<file path="src/rtl/serdes_pkg.sv">
// Shared serdes definitions: FSM state encodings and default widths for the PISO/SIPO pair.
package serdes_pkg;

   localparam int unsigned DefDataW = 8;
   localparam int unsigned DefDepth = 16;

   typedef enum logic [1:0] {
      S_IDLE  = 2'b01,
      S_SHIFT = 2'b10
   } state_e;

endpackage

</file>
<file path="src/rtl/fifo_sync.sv">
// Single-clock show-ahead FIFO: rd_data_o presents the head word whenever not empty.
module fifo_sync #(
   parameter int unsigned DATA_W = 8,
   parameter int unsigned DEPTH  = 16
) (
   input  logic                     clk_i,
   input  logic                     rst_i,
   input  logic                     wr_en_i,
   input  logic [DATA_W-1:0]        wr_data_i,
   input  logic                     rd_en_i,
   output logic [DATA_W-1:0]        rd_data_o,
   output logic                     full_o,
   output logic                     empty_o,
   output logic [$clog2(DEPTH):0]   count_o
);

   localparam int unsigned AW = $clog2(DEPTH);
   localparam int unsigned CW = AW + 1;

   logic [DATA_W-1:0] mem_q [DEPTH];
   logic [AW-1:0]     wr_ptr_q, wr_ptr_d;
   logic [AW-1:0]     rd_ptr_q, rd_ptr_d;
   logic [CW-1:0]     count_q, count_d;
   logic              do_wr, do_rd;

   assign full_o    = (count_q == CW'(DEPTH));
   assign empty_o   = (count_q == '0);
   assign count_o   = count_q;
   assign rd_data_o = mem_q[rd_ptr_q];

   // A write while full is refused even if a pop frees a slot in the same cycle.
   assign do_wr = wr_en_i & ~full_o;
   assign do_rd = rd_en_i & ~empty_o;

   always_comb begin
      wr_ptr_d = wr_ptr_q;
      rd_ptr_d = rd_ptr_q;
      count_d  = count_q;
      if (do_wr) wr_ptr_d = wr_ptr_q + AW'(1);
      if (do_rd) rd_ptr_d = rd_ptr_q + AW'(1);
      unique case ({do_wr, do_rd})
         2'b10:   count_d = count_q + CW'(1);
         2'b01:   count_d = count_q - CW'(1);
         default: count_d = count_q;
      endcase
   end

   always_ff @(posedge clk_i) begin
      if (!rst_i) begin
         wr_ptr_q <= '0;
         rd_ptr_q <= '0;
         count_q  <= '0;
      end else begin
         wr_ptr_q <= wr_ptr_d;
         rd_ptr_q <= rd_ptr_d;
         count_q  <= count_d;
      end
   end

   always_ff @(posedge clk_i) begin
      if (do_wr) mem_q[wr_ptr_q] <= wr_data_i;
   end

endmodule

</file>
<file path="src/rtl/piso_serializer.sv">
// Parallel-in serial-out: words are queued in a FIFO, then shifted out one bit per serial handshake.
module piso_serializer
   import serdes_pkg::*;
#(
   parameter int unsigned DATA_W    = DefDataW,
   parameter int unsigned DEPTH     = DefDepth,
   parameter int unsigned LSB_FIRST = 1
) (
   input  logic                     clk_i,
   input  logic                     rst_i,
   input  logic [DATA_W-1:0]        data_i,
   input  logic                     valid_i,
   output logic                     ready_o,
   output logic                     data_o,
   output logic                     valid_o,
   input  logic                     ready_i,
   output logic                     first_o,
   output logic                     last_o,
   output logic [$clog2(DEPTH):0]   level_o
);

   localparam int unsigned CntW = $clog2(DATA_W);
   localparam logic [CntW-1:0] LastCnt = CntW'(DATA_W - 1);

   state_e            state_q, state_d;
   logic [DATA_W-1:0] shift_q, shift_d;
   logic [CntW-1:0]   bit_cnt_q, bit_cnt_d;
   logic              pop;
   logic              fifo_full, fifo_empty;
   logic [DATA_W-1:0] fifo_rd_data;
   logic              in_shift;

   fifo_sync #(
      .DATA_W (DATA_W),
      .DEPTH  (DEPTH)
   ) u_fifo (
      .clk_i     (clk_i),
      .rst_i     (rst_i),
      .wr_en_i   (valid_i),
      .wr_data_i (data_i),
      .rd_en_i   (pop),
      .rd_data_o (fifo_rd_data),
      .full_o    (fifo_full),
      .empty_o   (fifo_empty),
      .count_o   (level_o)
   );

   // Registered count only, so ready_i never reaches ready_o combinationally.
   assign ready_o = ~fifo_full;

   always_comb begin
      state_d   = state_q;
      shift_d   = shift_q;
      bit_cnt_d = bit_cnt_q;
      pop       = 1'b0;
      unique case (state_q)
         S_IDLE: begin
            if (!fifo_empty) begin
               pop       = 1'b1;
               shift_d   = fifo_rd_data;
               bit_cnt_d = '0;
               state_d   = S_SHIFT;
            end
         end
         S_SHIFT: begin
            if (ready_i) begin
               if (bit_cnt_q == LastCnt) begin
                  bit_cnt_d = '0;
                  // Reload straight from the head so consecutive words run without a gap.
                  if (!fifo_empty) begin
                     pop     = 1'b1;
                     shift_d = fifo_rd_data;
                  end else begin
                     shift_d = '0;
                     state_d = S_IDLE;
                  end
               end else begin
                  shift_d   = (LSB_FIRST != 0) ? (shift_q >> 1) : (shift_q << 1);
                  bit_cnt_d = bit_cnt_q + CntW'(1);
               end
            end
         end
         default: begin
            state_d   = S_IDLE;
            shift_d   = '0;
            bit_cnt_d = '0;
         end
      endcase
   end

   always_ff @(posedge clk_i) begin
      if (!rst_i) begin
         state_q   <= S_IDLE;
         shift_q   <= '0;
         bit_cnt_q <= '0;
      end else begin
         state_q   <= state_d;
         shift_q   <= shift_d;
         bit_cnt_q <= bit_cnt_d;
      end
   end

   assign in_shift = (state_q == S_SHIFT);
   assign valid_o  = in_shift;
   assign data_o   = in_shift & ((LSB_FIRST != 0) ? shift_q[0] : shift_q[DATA_W-1]);
   assign first_o  = in_shift & (bit_cnt_q == '0);
   assign last_o   = in_shift & (bit_cnt_q == LastCnt);

endmodule
</file>
<file path="config.mk">
export PLATFORM = sky130hd
export DESIGN_NAME = piso_serializer
export DESIGN_NICKNAME = d
export VERILOG_FILES = /design/src/rtl/serdes_pkg.sv /design/src/rtl/fifo_sync.sv /design/src/rtl/piso_serializer.sv
export SDC_FILE = /design/constraint.sdc
export NUM_CORES = 1
export LEC_CHECK = 0
export ABC_CLOCK_PERIOD_IN_PS = 4800
export BUFFER_PORTS_ARGS = -buffer_cell sky130_fd_sc_hd__buf_2
export CAP_MARGIN = 0
export CORE_ASPECT_RATIO = 1.5
export CORE_MARGIN = 3
export CORE_UTILIZATION = 56
export CTS_CLUSTER_DIAMETER = 30
export DETAILED_ROUTE_END_ITERATION = 10
export PLACE_DENSITY = 0.74
export SLEW_MARGIN = 20
export SYNTH_ARGS = -nofsm -noshare
export SYNTH_HDL_FRONTEND = slang
export SYNTH_HIERARCHICAL = 1
export SYNTH_SLANG_ARGS = --single-unit
</file>
<file path="constraint.sdc">
create_clock -name clk_i -period 4.8 [get_ports clk_i]
set_clock_uncertainty 0.1 [all_clocks]
set_input_delay 0 -clock clk_i [delete_from_list [all_inputs] [get_ports clk_i]]
set_output_delay 0 -clock clk_i [all_outputs]
set_load 0.02 [all_outputs]
</file>
# Word level (Yosys, flattened, before mapping)
# Memory sizes are Yosys's and may differ from the RTL's. A register that Yosys moved wholly into a read port is not among the register bits.
# Index checks and enable logic that the tools add are counted.
# totals
word_cells	57
out_inout_bits	10
rom_bits	0
regBits	26
n_memories	1
ramBits	128
latchBits	0
in_bits	12
# classes
addsub	5
eq_ne	10
n_lt_le_gt_ge	0
div_mod_pow	0
bitwise	7
n_shift	0
muxes	23
multipliers	0
n_reduce_logical	5
# mem_list
memory	words	width	rd	rd_ports_with_merged_regs	write_ports	line	text
u_fifo.mem_q	16	8	1	1	1	fifo_sync.sv:20	logic [DATA_W-1:0] mem_q [DEPTH];
# ops
cell	n
$mux 8	4
$pmux 8 s2	1
$pmux 5 s2	1
$mux 3	3
$add 4x1->4 const B	2
$mux 2	4
$mux 4	2
$ne 2x2->1 const B	3
$pmux 3 s2	1
$add 5x1->5 const B	1
$and 1x1->1	5
$eq 5x5->1 const B	1
$logic_not 5->1	1
$mux 1	5
$sub 5x1->5 const B	1
$eq 2x1->1 const B	2
$eq 2x2->1 const B	2
$pmux 2 s2	1
$reduce_and 4->1	1
$add 3x1->3 const B	1
$eq 3x3->1 const B	1
$logic_not 3->1	1
$ne 2x1->1 const B	1
$not 1->1	2
3 further kinds	3

# Longest topological paths before layout
# Gate-level depths: netlist (run 1).
# logic_depth
ltp_word	8
mapped_depth	16
depth_no_buf	14

# Cells and area by module
# The synthesis (run 1) kept the hierarchy.
# modules_own_cells
module	instances	area_each_um2	cells_per_inst	seq_area_each_um2
fifo_sync	1	5823.1	326	4184.0
piso_serializer	1	724.4	89	260.2

# Least setup slack after synthesis (run 1)
# No wires, ideal clock.
# synth_path
path_type	register -> register
from	register state_q[0]
to	register u_fifo.count_q[4], in the netlist u_fifo/count_o[4]
path_buffers	2
synth_period_minus_slack_ns	3.361
setup_slack_ns	1.439
stages_incl_launch_ff	17
arrival_ns	3.190
setup_ns	0.072
required_time_ns	4.628
cell_sequence	dfxtp_1 > inv_1 > ha_1 > buf_6 > and2_1 > a21oi_1 > nor3_1 > o21ai_4 > inv_1 > ha_1 > clkbuf_1 > xor2_1 > ha_1 > inv_1 > a21o_1 > a221oi_1 > mux2i_1
# synth_via
elab_chain_len	5
word_cells_on_any_way	8
classes_between	eq/ne: 4; mux: 2; bitwise: 1; reduce/logical: 1
# synth_lines
item	line	text
start: declaration	piso_serializer.sv:25	state_e state_q, state_d;
start signal: assignment	piso_serializer.sv:97	state_q <= state_d;
$eq 2x2->1 (*)	-	
net valid_o	piso_serializer.sv:15	output logic valid_o,
$pmux 1 s2 (*)	piso_serializer.sv:56	unique case (state_q)
net pop	piso_serializer.sv:28	logic pop;
$and 1x1->1 (*)	fifo_sync.sv:33	assign do_rd = rd_en_i & ~empty_o;
net u_fifo.do_rd	fifo_sync.sv:24	logic do_wr, do_rd;
$eq 2x1->1 / $eq 2x2->1 (equally long branches)	fifo_sync.sv:41	unique case ({do_wr, do_rd})
$pmux 5 s2 / $reduce_bool 2->1 (equally long branches)	-	
end signal: assignment	fifo_sync.sv:56	count_q <= count_d;
end: declaration	fifo_sync.sv:23	logic [CW-1:0] count_q, count_d;
# Mark *: on every way through the listed nets, which the timed path passes. The rest lies on a longest branch.
# A chain may end at the register's enable or synchronous reset.

# Final worst setup path (run 1)
# layout_path
from	register state_q[0]
to	register u_fifo.count_q[4], in the netlist u_fifo/count_o[4]
# layout_via
elab_chain_len	5
word_cells_on_any_way	8
classes_between	eq/ne: 4; mux: 2; bitwise: 1; reduce/logical: 1
# layout_lines
item	line
$eq 2x2->1 / $eq 2x1->1 (equally long branches)	piso_serializer.sv:56
$pmux 1 s2 (*)	piso_serializer.sv:56
net pop	piso_serializer.sv:28
$and 1x1->1 (*)	fifo_sync.sv:33
net u_fifo.do_rd	fifo_sync.sv:24
$eq 2x1->1 / $eq 2x2->1 (equally long branches)	fifo_sync.sv:41
$pmux 5 s2 / $reduce_bool 2->1 (equally long branches)	-
# Marks and branches as above.

==> key figures, run 1 <==
Floorplanning
  • Core area: 11200 µm²
  • Starting Density: about three fifths
  • Io pins: 22
  • Row count: 47
  • DIE HEIGHT: 138 µm
  • Die Wd: ~94 µm
  • Die Area: 13100 µm²

Timing
  • Final min period: 3.47 ns
  • Fin worst setup slack: around 1.3 ns
  • Final setup vio count: 0
  • Worst slew pin tran: 0.875 ns
  • Total negative slack: 0 ns
  • Final period util: between 70 and 80%
  • RSZ-0062 raised after global routing: no
  • Final hold violations: 0
  • Slew HR: about two fifths
  • Slew Viols, Final: 0
  • Max Freq: about 0.29 GHz

Finish
  • Antenna cells: 0
  • Fill cells: between 700 and 800
  • Share of cells above drive strength 1: approximately 20%
  • Nets@finish: ~470
  • Area grow syn2layout: 13.4%

Routing
  • Via density: ~6.1
  • Met2 WL: 6.94 mm
  • 1st-pass router iterations: 7
  • Met3 WL: 536 µm
  • Wire length on met1: a little under 5 mm
  • Routed Antenna Nets: 0
  • Total number of vias: between 3000 and 4000
  • Top routing layer in use: met4
  • # DRC: 0
  • DR WL/cell: about 21 µm
  • Starting DRT DRC Count: 275
  • Final WL: between 10 and 15 mm

Synth
  • Netlist cell types: between 40 and 50
  • Yosys warning total: 6
  • Register area share after synthesis: between 60% and 70%
  • Syn nets: 440
  • Dominant synthesized flop cell: edfxtp_1
  • Mapped Area: 6550 µm²
  • Seq cells post-synth: approximately 160
  • Synth Instances: 415
  • Async set-reset flop share out of synthesis: 0%
  • Post-synth EDFFs: about 130
  • Synth Area per Inst: approximately 16 µm²

Global route
  • First-pass GRT wire length: between 15 and 20 mm
  • Vias in the first global route: around 3800
  • Total GRT Usage: between 20% and 30%
  • Remaining global-route overflow: 0
  • Largest net degree at the start of global routing: 33
  • Initial antenna violation count: 0

Power and ir drop
  • NetSw: about 0.92 mW
  • Sw frac: about a quarter
  • Max VDD drop: 312 µV
  • Power density cells: between 400 and 500 nW/µm²
  • Clk pwr share: a little under two fifths
  • Sequential power share: 46.9%
  • Leak: 2.50 nW
  • P_int: between 2 and 3 mW
  • Comb pwr share: between 10% and 20%

Hold path
  • Hold Path Cell Cnt: 2
  • Worst Hold Class: reg -> reg

Setup path
  • Critical path fanouts, max: 12
  • Critical Path RT: 5.04 ns
  • WP data arrival: roughly 3.7 ns
  • R2R depth: 14
  • CP Capture Type: flop
  • Path type of the worst setup path: reg -> reg
  • CP startpoint kind: flop

Outcome
  • Status: completed

Placed design
  • Final GP Congestion: between 0.7 and 0.8
  • DP Worst Slack: 1.38 ns
  • HPWL after DPL: about 8.7 mm
  • Number of port buffers: 21

Flow run
  • Max Cap Violations: 0

Clock tree
  • Clock-pin slew on the worst setup and hold paths: around 0.060 ns
  • Post-CTS Setup Bufs: 0
  • H-Tree Depth: 4
  • CTS tree: done
  • Total CTS buffers: 17
  • Worst-Skew Late Latency: around 0.42 ns
  • Clk root buf: clkbuf_16
  • Clock sink total: roughly 160
  • Clock Path Buffers: 2
  • Hold Buf Count CTS: 12
  • CTS resizes: 0
==> registers in the layout (all words and copies together), names as in the netlist, named ones only <==
| register | count |
|---|---|
| shift_q | 8 |
| bit_cnt_q | 3 |
| u_fifo/rd_ptr_q | 4 |
| state_q | 2 |
| u_fifo/wr_ptr_q | 4 |
| u_fifo/count_o | 5 |
| u_fifo/mem_q | 128 |
==> per-layer routing <==
layer / vias up / GRT usage, %
li1: 1674 / -
met1: 1876 / 24.9
met2: 104 / 35.5
met3: 18 / 5.16
met4: 0 / 8.30
met5: - / 0
==> final timing paths <==
| kind | from | end | slack (ns) |
|---|---|---|---|
| max reg2reg | state_q[0] | u_fifo/count_o[4] | 1.33 |
| max | state_q[0] | u_fifo/count_o[4] | 1.33 |
| min | shift_q[2] | shift_q[1] | 0.40 |
| min reg2reg | shift_q[2] | shift_q[1] | 0.40 |
==> per-stage QoR <==
| stage | cells | total power, mW | util [%] | instance area (µm²) | hold WS (ns) |
|---|---|---|---|---|---|
| finish | 605 | 3.45 | 66.1 | 7430 | 0.398 |
| global route | 605 | 3.60 | 66.1 | 7430 | 0.425 |
| CTS | 605 | 3.47 | 66.1 | 7430 | 0.392 |
| detailed placement | 562 | 2.18 | 60.0 | 6740 | 0.250 |
| global placement | 562 | 2.15 | 60.0 | 6740 | 0.245 |
| floorplan | 415 | 2.06 | - | 6550 | -0.0111 |
==> power by group through the flow <==
stage / clock (mW) / combinational (mW) / sequential, mW
2_1_floorplan: 0 / 0.431 / 1.63
3_3_place_gp: 0 / 0.508 / 1.64
3_5_place_dp: 0 / 0.534 / 1.65
4_1_cts: 1.30 / 0.552 / 1.62
5_1_grt: 1.37 / 0.601 / 1.63
6_report: 1.28 / 0.550 / 1.62
==> Yosys cell counts (all sizes together), types with 6 or more instances <==
| cell | count | area, µm² |
|---|---|---|
| edfxtp | 128 | 3840 |
| nor2 | 33 | 124 |
| mux4 | 32 | 721 |
| dfxtp | 30 | 601 |
| nand2 | 19 | 73.8 |
| a22oi | 16 | 120 |
| inv | 14 | 52.6 |
| buf | 13 | 88.8 |
| clkbuf | 13 | 51.3 |
| ha | 13 | 163 |
| nand4 | 12 | 75.1 |
| o21ai | 12 | 71.3 |
| nand3 | 10 | 50.1 |
| a21oi | 7 | 35.0 |
| a31oi | 7 | 43.8 |
| nor3 | 6 | 30.0 |
==> cell families (layout without fill, tap and decap cells) <==
kind of cell / count (synthesis) / after routing / synth area share [%]
muxes: 37 / 37 / 11.8
adders and majority gates: 13 / 13 / 2.48
buffers and inverters: 40 / 83 / 2.94
and+or+nand+nor: 101 / 101 / 7.76
DFF: 158 / 158 / 67.9
xor gates and xnor gates: 6 / 6 / 0.803
AOI/OAI and AO/OA: 60 / 60 / 6.36
==> placed cells by master, fill, tap and decap left out, types with 2 or more instances in the layout <==
master / instances
a21o_1: 3
a21oi_1: 7
a22oi_1: 16
a31oi_1: 7
and2_1: 4
buf_2: 21
buf_4: 5
bufinv_16: 2
clkbuf_1: 2
clkbuf_16: 17
clkinv_2: 2
clkinvlp_4: 3
dfxtp_1: 28
dfxtp_2: 2
dlygate4sd3_1: 12
edfxtp_1: 128
ha_1: 13
inv_1: 13
inv_6: 4
mux2i_1: 5
mux4_2: 32
nand2_1: 18
nand2b_1: 5
nand3_1: 10
nand3b_1: 2
nand4_1: 12
nor2_1: 33
nor2b_1: 4
nor3_1: 6
o211ai_1: 3
o21a_1: 5
o21ai_0: 5
o21ai_1: 6
xor2_1: 5
==> worst max-delay path, cell delays in order, from the launching register on <==
cell      delay [ns]
dfxtp_1         0.31
inv_1           0.07
ha_1            0.37
and2_1          0.22
a21oi_1         0.07
nor3_1          0.47
o21ai_4         0.16
inv_1           0.09
ha_1            0.33
xor2_1          0.19
ha_1            0.18
inv_1           0.07
a21o_1          0.15
a221oi_1        0.38
mux2i_1         0.22
==> cell type report <==
cell class,instances,area [µm²],area share (%)
clock buffer,19,433,5.83
clock inverter,12,136,1.84
tap,147,184,2.48
timing repair buffer,38,263,3.54
multi-input combinational,217,1910,25.7
sequential,158,4450,59.9
inverter,14,52.6,0.708
(Power assumes the default switching activity.)
==> run 2: changes to the inputs <==
--- a/config.mk
+++ b/config.mk
@@ -5,7 +5,7 @@
 export SDC_FILE = /design/constraint.sdc
 export NUM_CORES = 1
 export LEC_CHECK = 0
-export ABC_CLOCK_PERIOD_IN_PS = 4800
+export ABC_CLOCK_PERIOD_IN_PS = 3450
 export BUFFER_PORTS_ARGS = -buffer_cell sky130_fd_sc_hd__buf_2
 export CAP_MARGIN = 0
 export CORE_ASPECT_RATIO = 1.5
==> constraint.sdc (replaced) <==
create_clock -name clk_i -period 3.45 [get_ports clk_i]
set_clock_uncertainty 0.1 [all_clocks]
set_input_delay 0 -clock clk_i [delete_from_list [all_inputs] [get_ports clk_i]]
set_output_delay 0 -clock clk_i [all_outputs]
set_load 0.02 [all_outputs]
==> run 2 against run 1 <==
Against the previous run:
- sequential share of layout area fell by 0.66 points
- final cell count rose by 0.99%
- non-clock buffer count up 5
- core utilization rose by 0.71 points
- die area did not move
- routed wire length is 0.13% higher
- first-iteration DRC count decreased by 9.8%
- clock-buffer cell count is 1 lower
- fmax up 9.8%
- flip-flop and latch count unchanged
- critical endpoint is now u_fifo/count_o[2]
- largest power group unchanged
==> key figures, run 2 (synthesis results as in run 1) <==
Setup path
  • RR Startpoint: u_fifo/count_o[2]
  • CP Capture Type: flop
  • First element of the critical path: u_fifo/count_o[2]
  • WP data arrival: 3.40 ns (-0.32 ns)
  • CP startpoint kind: flop
  • Critical path fanouts, max: 10 (-2)
  • CP top delay family: simple AND/OR/NAND/NOR gates
  • CP peak stage delay: 0.57 ns (+0.10 ns)
  • Cell at the slowest stage of the critical path: or4_4
  • Crit path cell chain: or4_4, nor2_1, nor3_1, buf_4, o21ai_4, inv_1, ha_1, xor2_1, ha_1, inv_1, a21boi_0, or4_1, a21oi_1
  • Critical Path RT: 3.69 ns (-1.35 ns)
  • Path type of the worst setup path: reg -> reg
  • Buf/Inv on CP: 3 (unchanged)

Global route
  • Global routing usage on met3: 5.76% (+0.60 points)
  • Largest net degree at the start of global routing: 33 (unchanged)
  • Remaining global-route overflow: 0 (unchanged)
  • Total GRT Usage: 21.0% (+0.21 points)
  • M2 GR Usage: 34.4% (-1.1 points)
  • Initial antenna violation count: 0 (unchanged)
  • Top Usage Layer GRT: met2
  • Global routing usage on met1: 26.1% (+1.2 points)
  • First-pass GRT wire length: 20.3 mm (+1.9%)
  • Vias in the first global route: 3876 (+2.4%)

Finish
  • Top reg by flops: u_fifo/mem_q
  • Area grow syn2layout: 14.6%
  • Antenna cells: 0 (unchanged)
  • Fill cells: 752 (-2.5%)
  • Share of cells above drive strength 1: 21.8% (+1.2 points)
  • Most common cell after layout, fill and taps aside: edfxtp_1
  • Final instance area: 7510 µm² (+1.1%)
  • Nets@finish: 476 (+1.1%)
  • Most frequent cells in the layout: edfxtp_1 (128), nor2_1 (33), mux4_2 (32), dfxtp_1 (29), buf_2 (21)
  • Max reg flops: 128 (unchanged)

Clock tree
  • Clock-pin slew on the worst setup and hold paths: 0.06 ns (about the same)
  • H-Tree Depth: 4 (unchanged)
  • Clk root buf: clkbuf_16
  • Worst-Skew Late Latency: 0.41 ns (about the same)
  • CTS tree: done
  • Total CTS buffers: 17 (unchanged)
  • Clock sink total: 158 (unchanged)
  • Clock Path Buffers: 2 (unchanged)

Floorplanning
  • DIE HEIGHT: 138 µm (unchanged)
  • Die Area: 13100 µm² (unchanged)
  • Core area: 11200 µm² (unchanged)
  • Row count: 47 (unchanged)
  • Io pins: 22 (unchanged)
  • Die Wd: 94.3 µm (unchanged)
  • Starting Density: 58.3% (unchanged)

Timing
  • RSZ-0062 raised after global routing: no
  • Slew Viols, Final: 0 (unchanged)
  • Worst slew pin tran: 0.973 ns (+0.0972 ns)
  • Slew HR: 34.9% (-6.5 points)
  • Final setup vio count: 0 (unchanged)
  • Final min period: 3.16 ns (-0.310 ns)
  • Max Freq: 0.316 GHz (+9.8%)
  • Total negative slack: 0 ns (unchanged)
  • Final period util: 91.7% (+19 points)
  • Final hold violations: 0 (unchanged)

Routing
  • Total number of vias: 3689 (+0.46%)
  • Via density: 6.04 (-0.52%)
  • Starting DRT DRC Count: 248 (-9.8%)
  • Final WL: 12.7 mm (+0.13%)
  • Routed Antenna Nets: 0 (unchanged)
  • DR WL/cell: 20.7 µm (-0.86%)
  • 1st-pass router iterations: 4 (-3)
  • # DRC: 0 (unchanged)

Power and ir drop
  • Max VDD drop: 472 µV (+52%)
  • Power density cells: 662 nW/µm² (+42%)
  • Leak: 2.55 nW (+2.1%)

Flow run
  • Max Cap Violations: 0 (unchanged)

Hold path
  • Worst Hold Class: in -> reg
  • HP Start: ready_i

Placed design
  • HPWL after DPL: 8.56 mm (-1.2%)
  • Number of port buffers: 21 (unchanged)
  • Post-place instance area: 6780 µm² (+0.65%)
  • Final GP Congestion: 0.781 (-0.72%)

Outcome
  • Status: completed
[run 2: path summary, 6_finish.rpt]
path / endpoint / slack [ns] / depth (start not counted)
min: bit_cnt_q[2] / 0.39 / 4
min reg2reg: shift_q[4] / 0.39 / 2
max: u_fifo/count_o[2] / 0.29 / 13
max reg2reg: u_fifo/count_o[2] / 0.29 / 13
[run 2: metrics by stage]
stage | setup WS (ns) | power, mW | utilization, % | cells | hold slack (ns)
2_1_floorplan | 0.0887 | 2.86 | - | 415 | -0.0111
3_3_place_gp | 0.391 | 3.04 | 60.4 | 568 | 0.238
5_1_grt | 0.0120 | 5.17 | 66.8 | 611 | 0.407
3_5_place_dp | 0.311 | 3.07 | 60.4 | 568 | 0.238
4_1_cts | 0.276 | 4.99 | 66.8 | 611 | 0.360
6_report | 0.286 | 4.97 | 66.8 | 611 | 0.386
[run 2: final cells by class]
type                    instances  area, µm²  share of cell area, %
clock buffers                  18        429                   5.72
clock inverters                14        183                   2.43
inverters                      14       52.6                  0.700
multi-input cells             217       1910                   25.5
flip-flops and latches        158       4450                   59.2
well taps                     147        184                   2.45
repair buffers                 43        298                   3.97
[run 2: power by group]
group / switching, mW / internal, mW
logic: 0.496 / 0.322
registers: 0.0724 / 2.16
clock network: 0.759 / 1.16
total: 1.33 / 3.64
[run 2: layer usage]
metal | wire [µm] | part of all wire (%)
met5 | 0 | 0
met4 | 317 | 2.5
met3 | 382 | 3.0
met2 | 6890 | 54
met1 | 5070 | 40
[run 2: tightest hold or removal path, cell delays in order]
cell           delay, ns
dlygate4sd3_1       0.53
buf_2               0.16
nand4_1             0.10
a21oi_1             0.06
[run 2: repair_timing]
| item | CTS | global route |
|---|---|---|
| endpoints found under the hold margin | 137 | 0 |
| setup endpoints to repair | 0 | 1 |
| hold buffers | 11 | 0 |
| buffers inserted | 0 | 0 |
| gates resized for setup | 0 | 1 |
==> run 3: changes to the inputs <==
--- a/config.mk
+++ b/config.mk
@@ -5,7 +5,7 @@
 export SDC_FILE = /design/constraint.sdc
 export NUM_CORES = 1
 export LEC_CHECK = 0
-export ABC_CLOCK_PERIOD_IN_PS = 3450
+export ABC_CLOCK_PERIOD_IN_PS = 3000
 export BUFFER_PORTS_ARGS = -buffer_cell sky130_fd_sc_hd__buf_2
 export CAP_MARGIN = 0
 export CORE_ASPECT_RATIO = 1.5
==> constraint.sdc (replaced) <==
create_clock -name clk_i -period 3 [get_ports clk_i]
set_clock_uncertainty 0.1 [all_clocks]
set_input_delay 0 -clock clk_i [delete_from_list [all_inputs] [get_ports clk_i]]
set_output_delay 0 -clock clk_i [all_outputs]
set_load 0.02 [all_outputs]
==> run 3 against run 2 <==
Against the previous run:
- worst hold slack improved by 0.00076 ns
- register-to-register slack lost 0.14 ns
- via count is 0.52% higher
- die area is the same
- clock power grew 12%
- sequential share of layout area is 0.83 points lower
- non-clock buffer count is 7 higher
- core utilization up 1.0 points
- global-route usage is 0.82 points higher
- critical path depth decreased by 1
- routed wire length is 4.5% higher
- final cell count is 1.1% higher
- largest power group unchanged
==> key figures, run 3 (synthesis results as in run 1) <==
Timing
  • Final setup vio count: 0 (unchanged)
  • Worst slew pin tran: 0.871 ns (-0.102 ns)
  • Final min period: 2.85 ns (-0.314 ns)
  • Final period util: 95.0% (+3.3 points)
  • Slew HR: 41.7% (+6.8 points)
  • Slew Viols, Final: 0 (unchanged)
  • Max Freq: 0.351 GHz (+11%)
  • RSZ-0062 raised after global routing: no
  • Total negative slack: 0 ns (unchanged)
  • Final hold violations: 0 (unchanged)

Setup path
  • Critical Path RT: 3.23 ns (-0.46 ns)
  • CP top delay family: simple AND/OR/NAND/NOR gates
  • Buf/Inv on CP: 2 (-1)
  • Worst path most repeated cell: inv_1
  • Critical path fanouts, max: 9 (-1)
  • WP data arrival: 3.08 ns (-0.32 ns)
  • CP Capture Type: flop
  • CP startpoint kind: flop
  • CP peak stage delay: 0.60 ns (+0.03 ns)
  • Crit path cell chain: or4_4, nor2_4, nor3_4, o21ai_4, inv_1, ha_4, xor2_2, ha_2, inv_1, a21boi_1, or4_1, a21oi_1
  • FF-to-FF setup slack: 0.15 ns (-0.14 ns)
  • Cell at the slowest stage of the critical path: or4_4
  • RR Startpoint: u_fifo/count_o[1]
  • Path type of the worst setup path: reg -> reg
  • R2R depth: 12 (-1)
  • FF-to-FF End: u_fifo/count_o[2]

Finish
  • Most frequent cells in the layout: edfxtp_1 (128), nor2_1 (32), mux4_2 (32), dfxtp_1 (27), buf_2 (21)
  • Nets@finish: 483 (+1.5%)
  • Area grow syn2layout: 16.4%
  • Max reg flops: 128 (unchanged)
  • Share of cells above drive strength 1: 24.8% (+3.1 points)
  • Antenna cells: 0 (unchanged)
  • Most common cell after layout, fill and taps aside: edfxtp_1
  • Top reg by flops: u_fifo/mem_q

Clock tree
  • Clock sink total: 158 (unchanged)
  • H-Tree Depth: 4 (unchanged)
  • Clock-pin slew on the worst setup and hold paths: 0.06 ns (about the same)
  • CTS tree: done
  • Total CTS buffers: 17 (unchanged)
  • Clk root buf: clkbuf_16
  • Worst-Skew Late Latency: 0.42 ns (about the same)
  • Clock Path Buffers: 2 (unchanged)

Power and ir drop
  • Clk pwr share: 37.1% (-1.4 points)
  • P_int: 4.23 mW (+16%)
  • Sw frac: 26.4% (-0.35 points)
  • Max VDD drop: 467 µV (-1.2%)
  • NetSw: 1.52 mW (+14%)
  • Leak: 2.59 nW (+1.4%)
  • Comb pwr share: 18.0% (+1.5 points)
  • Sequential power share: 44.9% (about the same)
  • Final Power: 5.75 mW (+16%)
  • Power density cells: 754 nW/µm² (+14%)

Routing
  • # DRC: 0 (unchanged)
  • Routed Antenna Nets: 0 (unchanged)
  • Via density: 6.00 (-0.62%)
  • Starting DRT DRC Count: 258 (+4.0%)
  • Total number of vias: 3708 (+0.52%)
  • Final WL: 13.2 mm (+4.5%)
  • DR WL/cell: 21.4 µm (+3.3%)
  • 1st-pass router iterations: 4 (unchanged)

Global route
  • Initial antenna violation count: 0 (unchanged)
  • Total GRT Usage: 21.8% (+0.82 points)
  • Largest net degree at the start of global routing: 33 (unchanged)
  • Remaining global-route overflow: 0 (unchanged)
  • First-pass GRT wire length: 20.8 mm (+2.6%)
  • Vias in the first global route: 3690 (-4.8%)

Floorplanning
  • DIE HEIGHT: 138 µm (unchanged)
  • Starting Density: 58.3% (unchanged)
  • Io pins: 22 (unchanged)
  • Die Area: 13100 µm² (unchanged)
  • Core area: 11200 µm² (unchanged)
  • Row count: 47 (unchanged)
  • Die Wd: 94.3 µm (unchanged)

Flow run
  • Max Cap Violations: 0 (unchanged)

Placed design
  • Final GP Congestion: 0.817 (+4.6%)
  • Number of port buffers: 21 (unchanged)
  • HPWL after DPL: 8.21 mm (-4.1%)

Outcome
  • Status: completed

Hold path
  • Hold Path Cell Cnt: 3 (-1)
  • Worst Hold End: state_q[0]
  • Worst Hold Class: in -> reg
  • HP Start: rst_i
## run 3: changes by cell type in the layout (fill, tap and decap cells not counted), sizes merged
cell      change
clkinv        +1
buf           +7
clkbuf        +1
clkinvlp      -2
## run 3: through the flow
stage               hold slack [ns]  setup slack [ns]  utilization (%)  area, µm²  cells
detailed placement            0.252            0.0438             61.3       6880    574
finish                        0.387             0.150             67.9       7620    618
CTS                           0.376           0.00866             67.6       7590    617
global route                  0.412            0.0126             67.9       7620    618
floorplan                   -0.0111            0.0209                -       6610    415
global placement              0.236             0.113             61.3       6880    574
## run 3: tightest hold or removal path: cells and delay by family
kind / cells / cell delay [ns]
AOI/OAI and AO/OA: 1 / 0.11
buffers and inverters: 2 / 0.74
## run 3: final cells by class
| type | count | area, µm² |
|---|---|---|
| flip-flops and latches | 158 | 4450 |
| fillers | 760 | 3610 |
| multi-input cells | 217 | 1980 |
| clock buffers | 19 | 433 |
| repair buffers | 50 | 363 |
| well taps | 147 | 184 |
| clock inverters | 13 | 160 |
| inverters | 14 | 52.6 |
## run 3: worst max-delay path by stage
stage,startpoint,endpoint,slack [ns],depth (start not counted)
after CTS,bit_cnt_q[0],u_fifo/count_o[2],0.009,14
after detailed placement,bit_cnt_q[0],u_fifo/count_o[2],0.04,14
final,u_fifo/count_o[1],u_fifo/count_o[2],0.15,12
after floorplan,u_fifo/count_o[1],u_fifo/count_o[4],0.02,15
after global routing,u_fifo/count_o[1],u_fifo/count_o[4],0.01,12
after global placement,bit_cnt_q[0],u_fifo/count_o[4],0.11,13
## run 3: repair_timing
| item | 4_1_cts | 5_1_grt |
|---|---|---|
| endpoints found under the hold margin | 137 | 0 |
| endpoints found under the setup margin | 0 | 2 |
| buffers inserted | 0 | 1 |
| resized for setup | 0 | 5 |
| hold buffers | 11 | 0 |
## run 3: layer usage
layer	vias to the layer above	GRT usage, %	share of wire [%]
met2	120	36.4	54
met4	0	6.39	1.6
li1	1697	-	-
met5	-	0	0
met3	17	4.78	4.7
met1	1874	28.7	40
## run 3: power groups by stage
stage	sequential, mW	clock, mW	combinational [mW]
2_1_floorplan	2.61	0	0.752
3_3_place_gp	2.61	0	0.948
3_5_place_dp	2.62	0	0.978
4_1_cts	2.58	2.16	0.998
5_1_grt	2.59	2.25	1.13
6_report	2.58	2.14	1.03
